### src/rtl/mem_access_splitter_pkg.sv
// Shared definitions for the MEM-stage access splitter.
//   state_e        : splitter FSM states
//   F3_*           : RV32I load/store width codes (funct3)
//   lane_mask()    : width/offset -> 8-bit byte mask spanning two words
//   is_misaligned(): true when an access crosses a word boundary
package mem_access_splitter_pkg;

  typedef enum logic [1:0] {
    IDLE = 2'd0,
    ST2  = 2'd1,
    LD2  = 2'd2,
    LDM  = 2'd3
  } state_e;

  localparam logic [2:0] F3_B  = 3'b000;
  localparam logic [2:0] F3_H  = 3'b001;
  localparam logic [2:0] F3_W  = 3'b010;
  localparam logic [2:0] F3_BU = 3'b100;
  localparam logic [2:0] F3_HU = 3'b101;

  // Low nibble covers the first word, high nibble the following word.
  // Unsupported width codes produce an empty mask.
  function automatic logic [7:0] lane_mask(input logic [2:0] funct3,
                                           input logic [1:0] off);
    logic [7:0] m;
    case (funct3)
      F3_B, F3_BU: m = 8'h01;
      F3_H, F3_HU: m = 8'h03;
      F3_W:        m = 8'h0F;
      default:     m = 8'h00;
    endcase
    return m << off;
  endfunction

  function automatic logic is_misaligned(input logic [2:0] funct3,
                                         input logic [1:0] off);
    case (funct3)
      F3_H, F3_HU: return (off == 2'b11);
      F3_W:        return (off != 2'b00);
      default:     return 1'b0;
    endcase
  endfunction

endpackage

### src/rtl/mem_access_splitter_store_lane_align.sv
// Combinational store lane alignment.
//   funct3 : access width code
//   off    : byte offset within the word
//   wdata  : right-justified store data
//   mask   : 8-bit byte mask; [3:0] first beat, [7:4] second beat
//   data   : 64-bit shifted data; [31:0] first beat, [63:32] second beat
module store_lane_align
  import mem_access_splitter_pkg::*;
(
  input  logic [2:0]  funct3,
  input  logic [1:0]  off,
  input  logic [31:0] wdata,
  output logic [7:0]  mask,
  output logic [63:0] data
);

  always_comb begin
    mask = lane_mask(funct3, off);
    data = {32'h0, wdata} << {off, 3'b000};
  end

endmodule

### src/rtl/mem_access_splitter.sv
// MEM-stage data access splitter. Aligned accesses pass straight through to
// RAM port A; misaligned ones are either split into two aligned beats
// (ALLOW_MISALIGN=1) or suppressed with an error pulse (ALLOW_MISALIGN=0).
//   clk, rst_n          : clock, async active-low reset
//   req_*               : access request from the pipeline (held while stalled)
//   mem_addr/wdata/we   : data RAM port A
//   mem_rdata           : synchronous RAM read data (one cycle after address)
//   stall_req           : hold the pipeline
//   ld_merged_valid/ld_merged : reassembled misaligned load word
//   misalign_err        : suppressed misaligned access
module mem_access_splitter
  import mem_access_splitter_pkg::*;
#(
  parameter bit ALLOW_MISALIGN = 1'b1
) (
  input  logic        clk,
  input  logic        rst_n,
  input  logic        req_valid,
  input  logic        req_load,
  input  logic [2:0]  req_funct3,
  input  logic [31:0] req_addr,
  input  logic [31:0] req_wdata,
  output logic [31:0] mem_addr,
  output logic [31:0] mem_wdata,
  output logic [3:0]  mem_we,
  input  logic [31:0] mem_rdata,
  output logic        stall_req,
  output logic        ld_merged_valid,
  output logic [31:0] ld_merged,
  output logic        misalign_err
);

  state_e      state_q, state_d;
  logic [31:0] lo_q, lo_d;

  logic [1:0]  off;
  logic [31:0] base;
  logic [31:0] base_p4;
  logic        misaligned;
  logic [7:0]  st_mask;
  logic [63:0] st_data;
  logic [63:0] merged;
  logic [3:0]  we_raw;
  logic        stall_raw;
  logic        ldv_raw;
  logic        err_raw;

  store_lane_align u_align (
    .funct3 (req_funct3),
    .off    (off),
    .wdata  (req_wdata),
    .mask   (st_mask),
    .data   (st_data)
  );

  always_comb begin
    off        = req_addr[1:0];
    base       = {req_addr[31:2], 2'b00};
    base_p4    = base + 32'd4;
    misaligned = is_misaligned(req_funct3, off);
    merged     = {mem_rdata, lo_q} >> {off, 3'b000};

    state_d   = state_q;
    lo_d      = lo_q;
    mem_addr  = req_addr;
    mem_wdata = st_data[31:0];
    we_raw    = '0;
    stall_raw = 1'b0;
    ldv_raw   = 1'b0;
    err_raw   = 1'b0;
    ld_merged = merged[31:0];

    case (state_q)
      IDLE: begin
        if (req_valid) begin
          if (misaligned) begin
            if (ALLOW_MISALIGN) begin
              mem_addr  = base;
              stall_raw = 1'b1;
              if (req_load) begin
                state_d = LD2;
              end else begin
                we_raw  = st_mask[3:0];
                state_d = ST2;
              end
            end else begin
              err_raw = 1'b1;
            end
          end else if (!req_load) begin
            we_raw = st_mask[3:0];
          end
        end
      end
      ST2: begin
        mem_addr  = base_p4;
        mem_wdata = st_data[63:32];
        we_raw    = st_mask[7:4];
        state_d   = IDLE;
      end
      LD2: begin
        lo_d      = mem_rdata;
        mem_addr  = base_p4;
        stall_raw = 1'b1;
        state_d   = LDM;
      end
      LDM: begin
        mem_addr = base_p4;
        ldv_raw  = 1'b1;
        state_d  = IDLE;
      end
      default: state_d = IDLE;
    endcase

    // While reset is held the block must look idle even if a request is
    // still presented, so the action outputs are qualified by rst_n.
    mem_we          = rst_n ? we_raw : 4'b0000;
    stall_req       = stall_raw & rst_n;
    ld_merged_valid = ldv_raw & rst_n;
    misalign_err    = err_raw & rst_n;
  end

  always_ff @(posedge clk or negedge rst_n) begin
    if (!rst_n) begin
      state_q <= IDLE;
      lo_q    <= '0;
    end else begin
      state_q <= state_d;
      lo_q    <= lo_d;
    end
  end

endmodule

### config.mk
export PLATFORM = sky130hd
export DESIGN_NAME = mem_access_splitter
export DESIGN_NICKNAME = d
export VERILOG_FILES = /design/src/rtl/mem_access_splitter_pkg.sv /design/src/rtl/mem_access_splitter_store_lane_align.sv /design/src/rtl/mem_access_splitter.sv
export SDC_FILE = /design/constraint.sdc
export NUM_CORES = 1
export LEC_CHECK = 0
export BUFFER_PORTS_ARGS = -buffer_cell sky130_fd_sc_hd__buf_2
export CORE_AREA = 2 2 122 124
export CTS_CLUSTER_DIAMETER = 30
export CTS_CLUSTER_SIZE = 40
export DETAILED_ROUTE_END_ITERATION = 6
export DIE_AREA = 0 0 124 126
export PLACE_DENSITY_LB_ADDON = 0.05
export SETUP_SLACK_MARGIN = 0.1
export SYNTH_ARGS = -nofsm -noshare
export SYNTH_HDL_FRONTEND = slang
export SYNTH_HIERARCHICAL = 1
export SYNTH_SLANG_ARGS = --single-unit
### constraint.sdc
create_clock -name clk -period 2.8 [get_ports clk]
set_input_delay 0.14 -clock clk [delete_from_list [all_inputs] [get_ports clk]]
set_output_delay 0.14 -clock clk [all_outputs]
set_load 0.05 [all_outputs]
; ---- Word level (Yosys, flattened, before mapping)
; Index checks and enable logic that the tools add are counted.
[totals]
wordCells = 44
out_inout_bits = 103
regBits = 34
[op_classes]
shifts = 3
bitwise = 2
reduce_logical = 8
n_eq_ne = 10
n_mux = 18
n_addsub = 1
[op_table]
columns = cell, n
row1 = 32-bit one-hot mux with 2 select lines, 1
row2 = 32-bit by 5-bit << shifter with 64-bit output, 1
row3 = 64-bit by 5-bit >> shifter with 32-bit output, 1
row4 = 32-bit by 3-bit adder with 32-bit output (second input constant), 1
row5 = 32-bit two-way mux, 1
row6 = 4-bit two-way mux, 3
row7 = 4-bit one-hot mux with 3 select lines, 1
row8 = 2-bit two-way mux, 5
row9 = 4-bit one-hot mux with 2 select lines, 1
row10 = 4-bit by 2-bit << shifter with 8-bit output, 1
row11 = 2-bit equality test (second input constant), 3
row12 = 3-bit equality test (second input constant), 2
row13 = 2-bit one-hot mux with 3 select lines, 1
row14 = 2-bit OR reduction, 3
row15 = 2-bit != test (second input constant), 2
row16 = 1-bit one-hot mux with 2 select lines, 2
row17 = 3-bit by 1-bit equality test with 1-bit output (second input constant), 1
row18 = 3-bit by 2-bit equality test with 1-bit output (second input constant), 1
row19 = 3-bit zero test, 1
row20 = 1-bit two-way mux, 3
row21 = 3-bit OR reduction, 1
row22 = 1-bit AND, 2
row23 = 2-bit by 1-bit equality test with 1-bit output (second input constant), 1
row24 = 2-bit zero test, 1
row25 = other kinds (2), 2

; ---- Depth between registers and ports, before layout
; Gate-level depths: netlist of the first run.
[logic_depth]
word_depth = 8
ltp_mapped = 6
ltp_nobuf = 5

; ---- Hierarchy
; Netlist of the first run, hierarchy kept.
[by_module_without_submodules]
columns = mod, seq_area_each_um2, cells_per_inst, area_per_inst_um2, instances
row1 = mem_access_splitter, 850.8, 272, 3220.6, 1
row2 = store_lane_align, 0.0, 130, 1021.0, 1

; ---- Worst setup path before layout of the first run
; No wires, ideal clock.
[synth_timing]
path_kind = in2out
start = in req_addr[2]
end = out mem_addr[30]
path_buffers = 1
arrival_ns = 2.051
stages = 6
setup_slack_ns = 0.609
cell_sequence = ha_1 nand2_1 or4_4 buf_6 nor4_4 xor2_1
[synth_via]
elab_chain_len = 2
[synth_rtl]
columns = element, line_no
row1 = "start, declared", mem_access_splitter.sv:21  ; input logic [31:0] req_addr,
row2 = 32-bit by 3-bit adder with 32-bit output, mem_access_splitter.sv:59  ; base_p4 = base + 32'd4;
row3 = 32-bit one-hot mux with 2 select lines, mem_access_splitter.sv:73  ; case (state_q)
row4 = "end, declared", mem_access_splitter.sv:23  ; output logic [31:0] mem_addr,
; Every way passes these cells.

; ---- Final worst setup path of the first run
[layout_timing]
start = reg state_q[0]
end = out mem_addr[15]
[layout_via]
elab_chain_len = 3
[layout_rtl]
columns = element, line_no
row1 = "start, declared", mem_access_splitter.sv:33  ; state_e state_q, state_d;
row2 = "start signal, assigned", mem_access_splitter.sv:127  ; state_q <= state_d;
row3 = 2-bit equality test / 2-bit by 1-bit equality test with 1-bit output (equally long branches), mem_access_splitter.sv:73
row4 = 3-bit OR reduction (no source line), --
row5 = 32-bit one-hot mux with 2 select lines (*), mem_access_splitter.sv:73
; Mark *: on every way between the ends. The rest lies on a longest branch, timed or not.

==> impl_metrics.yaml, run 1 <==
cts:
  cts_max_level: 2
  root_buffer: "clkbuf_16"
  cts.sinks: 34
  clk_latency_ns: 0.28
  cts_buffers: 5
  cts_tree: "done"
  cts.clk_slew.worst_paths_ns: 0.05
  cts_setup_buffers: 0
  cts_hold_buf: 1
  cts_resized: 0
  clockBufferDepth: 2
grt:
  grt_max_degree: 34
  grt.met1_usage_pct: 20.2
  globalRouteOverflowTotal: 0
  antenna_found_initial: 1
  grt_pass1_vias: 3890
  grt_pass1_wl_microns: 19600
  use_met3_pct: 3.85
  grt_util_all_layers_pct: 15.6
  grtUsageMet2_pct: 26.9
  top_usage_layer: "met2"
logic_synthesis:
  ys.flop_type: "dfrtp_1"
  async_flop_share_pct: 100
  yosys_register_bits: 34
  syn_inst: 402
  avgSynthCellArea_sq_um: 10.6
  synth_cell_types: 52
  ys_seq_area_share_pct: 20.1
  synth_edf_count: 0
  yosysWarnings: 6
  syn-cell-area_sq_um: 4240
min_path:
  hold_class: "in -> reg"
drt:
  drc: 0
  vias: 3936
  wire_per_inst_microns: 16.2
  drtIter0Drc: 150
  ant_nets: 0
  wl_microns: 12500
  firstDrtPassIters: 4
  viasPerCell: 5.09
final_layout:
  fillers: 1503
  antenna_cells: 0
  final_util_pct: 38.3
  drive_gt1_share_pct: 55.7
  syn_to_final_growth_pct: 29.1
  final_cell_mix: "buf_2, mux2_2, mux2i_1"
  num-nets-final: 694
  layout_commonest_cell: "buf_2"
power_and_ir_drop:
  cellPowerDensity_nw_per_um2: 900
  ir_worst_vdd_mv: 0.622
  leakagePower_nw: 2.56
timing:
  setup_tns_ns: 0
  setup_viol: 0
  drv_slew: 0
  final-hold-violation-count: 0
  worst_pin_slew_ns: 0.631
  rsz0062_at_grt: "no"
  finClkSkew_ns: 0.00506
  min_period_ns: 2.39
  finalCritPeriodShare_pct: 85.3
  fmax_mhz: 419
  slew_headroom_pct: 57.5
placed_design:
  dp_hpwl_microns: 9660
  numPortBuffers: 204
  gp_congestion: 0.789
floorplan:
  initial_core_util_pct: 29.6
  die_h_microns: 126
  ios: 206
  dieWidth_microns: 124
  core_sq_um: 14300
  rows: 44
  dieArea_sq_um: 15600
setup_path:
  worst_ep_required_time_ns: 2.66
  setup.worst_path.end_class: "output port"
  path_max_fanout: 13
  critPathKind: "reg -> out"
  crit_arrival_ns: 2.25
  cp-start-kind: "flop"
flow_run:
  max-cap-violations: 0
run_status:
  status: "finished clean"
-- routing by layer --
layer,up-vias,share of wire [%]
met2,128,49
met4,2,0.60
met3,10,6.8
met5,-,0.096
met1,1912,43
li1,1884,-
-- critical path, stage by stage, from the launching register on --
cell,delay (ns)
dfrtp_1,0.60
o2111ai_4,0.30
nor3_1,0.48
nand3_1,0.16
xnor2_1,0.16
buf_2,0.28
-- area by class of cell --
cell class / instances / area (sq um) / share of cell area (%)
Inverter: 5 / 18.8 / 0.343
Multi-Input combinational cell: 330 / 3130 / 57.2
Clock buffer: 6 / 139 / 2.54
Sequential cell: 34 / 851 / 15.5
Timing Repair Buffer: 214 / 1100 / 20.2
Tap cell: 184 / 230 / 4.20
-- cells in the mapped netlist (2+ instances only) --
library cell / n / share of area [%]
nor2b_1: 3 / 0.44
xnor2_1: 18 / 3.7
mux4_2: 32 / 17
buf_2: 13 / 1.5
a22oi_1: 4 / 0.71
nand2_1: 10 / 0.89
clkbuf_1: 7 / 0.62
nor3_1: 7 / 0.83
buf_4: 11 / 1.9
nand4_1: 9 / 1.3
mux2i_1: 40 / 9.4
inv_1: 3 / 0.27
nand4b_1: 2 / 0.41
o2bb2ai_1: 16 / 3.3
nor4_2: 2 / 0.59
conb_1: 2 / 0.18
dfrtp_1: 34 / 20
mux2_1: 2 / 0.53
buf_1: 4 / 0.35
and3_1: 19 / 2.8
and4_1: 2 / 0.41
nand3_1: 15 / 1.8
and2_1: 12 / 1.8
nor2_1: 29 / 2.6
xor2_1: 11 / 2.3
buf_6: 4 / 1.1
buf_12: 2 / 0.94
nor3_2: 2 / 0.47
mux2_2: 62 / 16
a21oi_1: 3 / 0.35
-- power breakdown --
part / switching (mW) / internal (mW) / total, mW / leakage, nW
logic: 2.19 / 1.21 / 3.39 / 2.09
clock network: 0.191 / 0.343 / 0.535 / 0.0688
registers: 0.247 / 0.755 / 1.00 / 0.400
total: 2.62 / 2.30 / 4.93 / 2.56
-- path summary, 6_finish.rpt --
path / startpoint / slack, ns / end / cells after the start
worst max-delay path: state_q[0]$_DFFE_PN0P_ / 0.41 / mem_addr[15] / 5
worst min-delay path: mem_rdata[26] / 0.09 / lo_q[26]$_DFFE_PN0P_ / 2
worst max register to register: state_q[1]$_DFFE_PN0P_ / 1.12 / lo_q[16]$_DFFE_PN0P_ / 4
worst min register to register: lo_q[1]$_DFFE_PN0P_ / 0.51 / lo_q[1]$_DFFE_PN0P_ / 1
max in group asynchronous: rst_n / 1.95 / lo_q[9]$_DFFE_PN0P_ / 3
min in group asynchronous: rst_n / 0.22 / state_q[1]$_DFFE_PN0P_ / 2
-- kinds of logic after synthesis --
kind of cell / synth area share (%)
multiplexers: 43.4
AND/OR/NAND/NOR: 17.1
buffers and inverters: 6.90
flip-flops: 20.1
AO/OA/AOI/OAI: 6.02
XOR/XNOR: 5.99
other: 0.177
adder cells (fa/ha/maj): 0.295
-- state kept, by name (all words and copies together) (netlist names) --
| name | count |
|---|---|
| state_q | 2 |
| lo_q | 32 |
-- stage by stage --
stage          instances  area (sq um)  hold slack, ns  power (mW)  setup WS (ns)
4_1_cts              773          5480          0.0841        4.98          0.385
6_report             773          5480          0.0901        4.93          0.412
5_1_grt              773          5480          0.0880        5.23          0.160
3_3_place_gp         766          5330         -0.0450        4.40          0.739
3_5_place_dp         766          5330         -0.0406        4.43          0.715
2_1_floorplan        410          4270          -0.156        3.70          0.609
Note: power is estimated with default switching activity, not from simulation.
==> run 2, diff against run 1 <==
--- a/config.mk
+++ b/config.mk
@@ -7,6 +7,7 @@
 export LEC_CHECK = 0
 export BUFFER_PORTS_ARGS = -buffer_cell sky130_fd_sc_hd__buf_2
 export CORE_AREA = 2 2 122 124
+export CTS_BUF_LIST = sky130_fd_sc_hd__clkbuf_4 sky130_fd_sc_hd__clkbuf_8
 export CTS_CLUSTER_DIAMETER = 30
 export CTS_CLUSTER_SIZE = 40
 export DETAILED_ROUTE_END_ITERATION = 6
==> constraint.sdc (replaced) <==
create_clock -name clk -period 2.2 [get_ports clk]
set_input_delay 0.11 -clock clk [delete_from_list [all_inputs] [get_ports clk]]
set_output_delay 0.11 -clock clk [all_outputs]
set_load 0.05 [all_outputs]
==> run 2 against run 1 <==
Effect of this change:
- first-iteration DRC count down 15%
- final cell count up 1.2%
- clock power down 10%
- sequential cell count unchanged
- combinational power up 33%
- design area up 2.0%
- critical endpoint is now mem_wdata[11]
- highest routed layer is now met4
- routed wire length up 2.0%
- sequential power up 25%
- critical path type unchanged
==> impl_metrics.yaml, run 2 (synthesis results as in run 1) <==
setup_path:
  crit_path_cell_trace: "buf_4, nor2b_2, buf_12, mux2_2, buf_2"
  path_max_fanout: 32
  rr_endpoint: "lo_q[1]$_DFFE_PN0P_"
  setup.worst_path.end_class: "output port"
  crit_path_top_delay_cell: "dfrtp_2"
  reg2regPathDepth: 5
  worst_ep_required_time_ns: 2.09
  crit_end: "mem_wdata[11]"
  slowest_delay_ns: 0.46
  critPathKind: "reg -> out"
  cp-startpoint: "state_q[1]$_DFFE_PN0P_"
  reg2reg_slack_ns: 0.69
  cp-start-kind: "flop"
  crit_arrival_ns: 1.88
  r2r_start: "state_q[1]$_DFFE_PN0P_"
power_and_ir_drop:
  cellPowerDensity_nw_per_um2: 1120
  finalPower_mw: 6.23
  leakagePower_nw: 2.62
  ir_worst_vdd_mv: 0.534
final_layout:
  reg_top3: "lo_q x32, state_q x2"
  final_cells: 782
  drive_gt1_share_pct: 57.7
  layout_commonest_cell: "buf_2"
  final_cell_mix: "buf_2, mux2_2, mux2i_1"
  largest_register: "lo_q"
  num-nets-final: 701
  final_util_pct: 39.0
  largest_reg_flops: 32
  syn_to_final_growth_pct: 31.6
  antenna_cells: 0
  design_area_sq_um: 5580
timing:
  min_period_ns: 1.99
  setup_tns_ns: 0
  setup_slack_ns: 0.210
  rsz0062_at_grt: "no"
  fmax_mhz: 502
  whs_ns: 0.0365
  finalCritPeriodShare_pct: 90.5
  slew_headroom_pct: 45.6
  final-hold-violation-count: 0
  drv_slew: 0
  finClkSkew_ns: 0.00839
  setup_viol: 0
  worst_pin_slew_ns: 0.814
drt:
  viasPerCell: 5.01
  firstDrtPassIters: 4
  drtIter0Drc: 128
  ant_nets: 0
  drc: 0
  wire_per_inst_microns: 16.4
  wl_microns: 12800
  vias: 3919
floorplan:
  dieArea_sq_um: 15600
  die_h_microns: 126
  rows: 44
  core_sq_um: 14300
  initial_core_util_pct: 29.6
  ios: 206
  dieWidth_microns: 124
grt:
  grt_util_all_layers_pct: 16.2
  grt_pass1_wl_microns: 20200
  globalRouteOverflowTotal: 0
  grt_max_degree: 52
  antenna_found_initial: 1
  grt_pass1_vias: 3918
cts:
  cts.clk_slew.worst_paths_ns: 0.08
  cts.sinks: 34
  clk_latency_ns: 0.30
  root_buffer: "clkbuf_8"
  cts_max_level: 2
  cts_tree: "done"
  cts_buffers: 5
  clockBufferDepth: 2
placed_design:
  numPortBuffers: 204
  dp_hpwl_microns: 9890
  dp_cells: 771
  pre_cts_ws_ns: 0.225
  placed_area_sq_um: 5450
  gp_congestion: 0.814
min_path:
  hold_class: "in -> reg"
run_status:
  status: "finished clean"
flow_run:
  max-cap-violations: 0
[run 2: cell types whose count changed in the layout (fill, tap and decap cells not counted), sizes merged]
cell      delta
buf          +6
clkinv       +2
clkinvlp     +1
[run 2: layout make-up]
| class | count | area (sq um) |
|---|---|---|
| repair buffers | 221 | 1210 |
| clock inverters | 3 | 21.3 |
| clock buffers | 5 | 68.8 |
| well taps | 184 | 230 |
| flip-flops and latches | 34 | 853 |
| inverters | 5 | 18.8 |
| multi-input cells | 330 | 3180 |
| fillers | 1494 | 8730 |
[run 2: worst max-delay path: cells and delay by family (launching register included)]
family | cells | cell delay (ns)
buffers and inverters | 3 | 0.58
DFF | 1 | 0.46
muxes | 1 | 0.37
and+or+nand+nor | 1 | 0.15
[run 2: worst min path at each step]
stage                             start              endpoint  slack (ns)  cells after the start
final                     mem_rdata[31]  lo_q[31]$_DFFE_PN0P_        0.04                      2
after global placement            rst_n   lo_q[0]$_DFFE_PN0P_       -0.04                      1
after floorplan                   rst_n   lo_q[0]$_DFFE_PN0P_       -0.19                      0
after CTS                 mem_rdata[31]  lo_q[31]$_DFFE_PN0P_        0.02                      2
after global routing      mem_rdata[31]  lo_q[31]$_DFFE_PN0P_        0.02                      2
after detailed placement          rst_n   lo_q[0]$_DFFE_PN0P_       -0.03                      1
[run 2: layer usage]
metal,GRT usage (%),share of wire (%)
met1,21.2,43
met2,27.6,49
met3,3.40,7.6
met4,3.37,0.84
met5,0,0
[run 2: timing repair]
action                                 4_1_cts  5_1_grt
setup buffers                                0        2
setup endpoints to repair                    5       12
endpoints found under the hold margin        5        0
pin swaps                                    0        0
hold buffers                                 1        0
gates resized for setup                      2        6
[run 2: power by group]
| part | switching (mW) | internal, mW | total (mW) |
|---|---|---|---|
| Clock | 0.257 | 0.222 | 0.479 |
| Combinational | 2.85 | 1.65 | 4.50 |
| Sequential | 0.288 | 0.962 | 1.25 |
| Total | 3.40 | 2.83 | 6.23 |
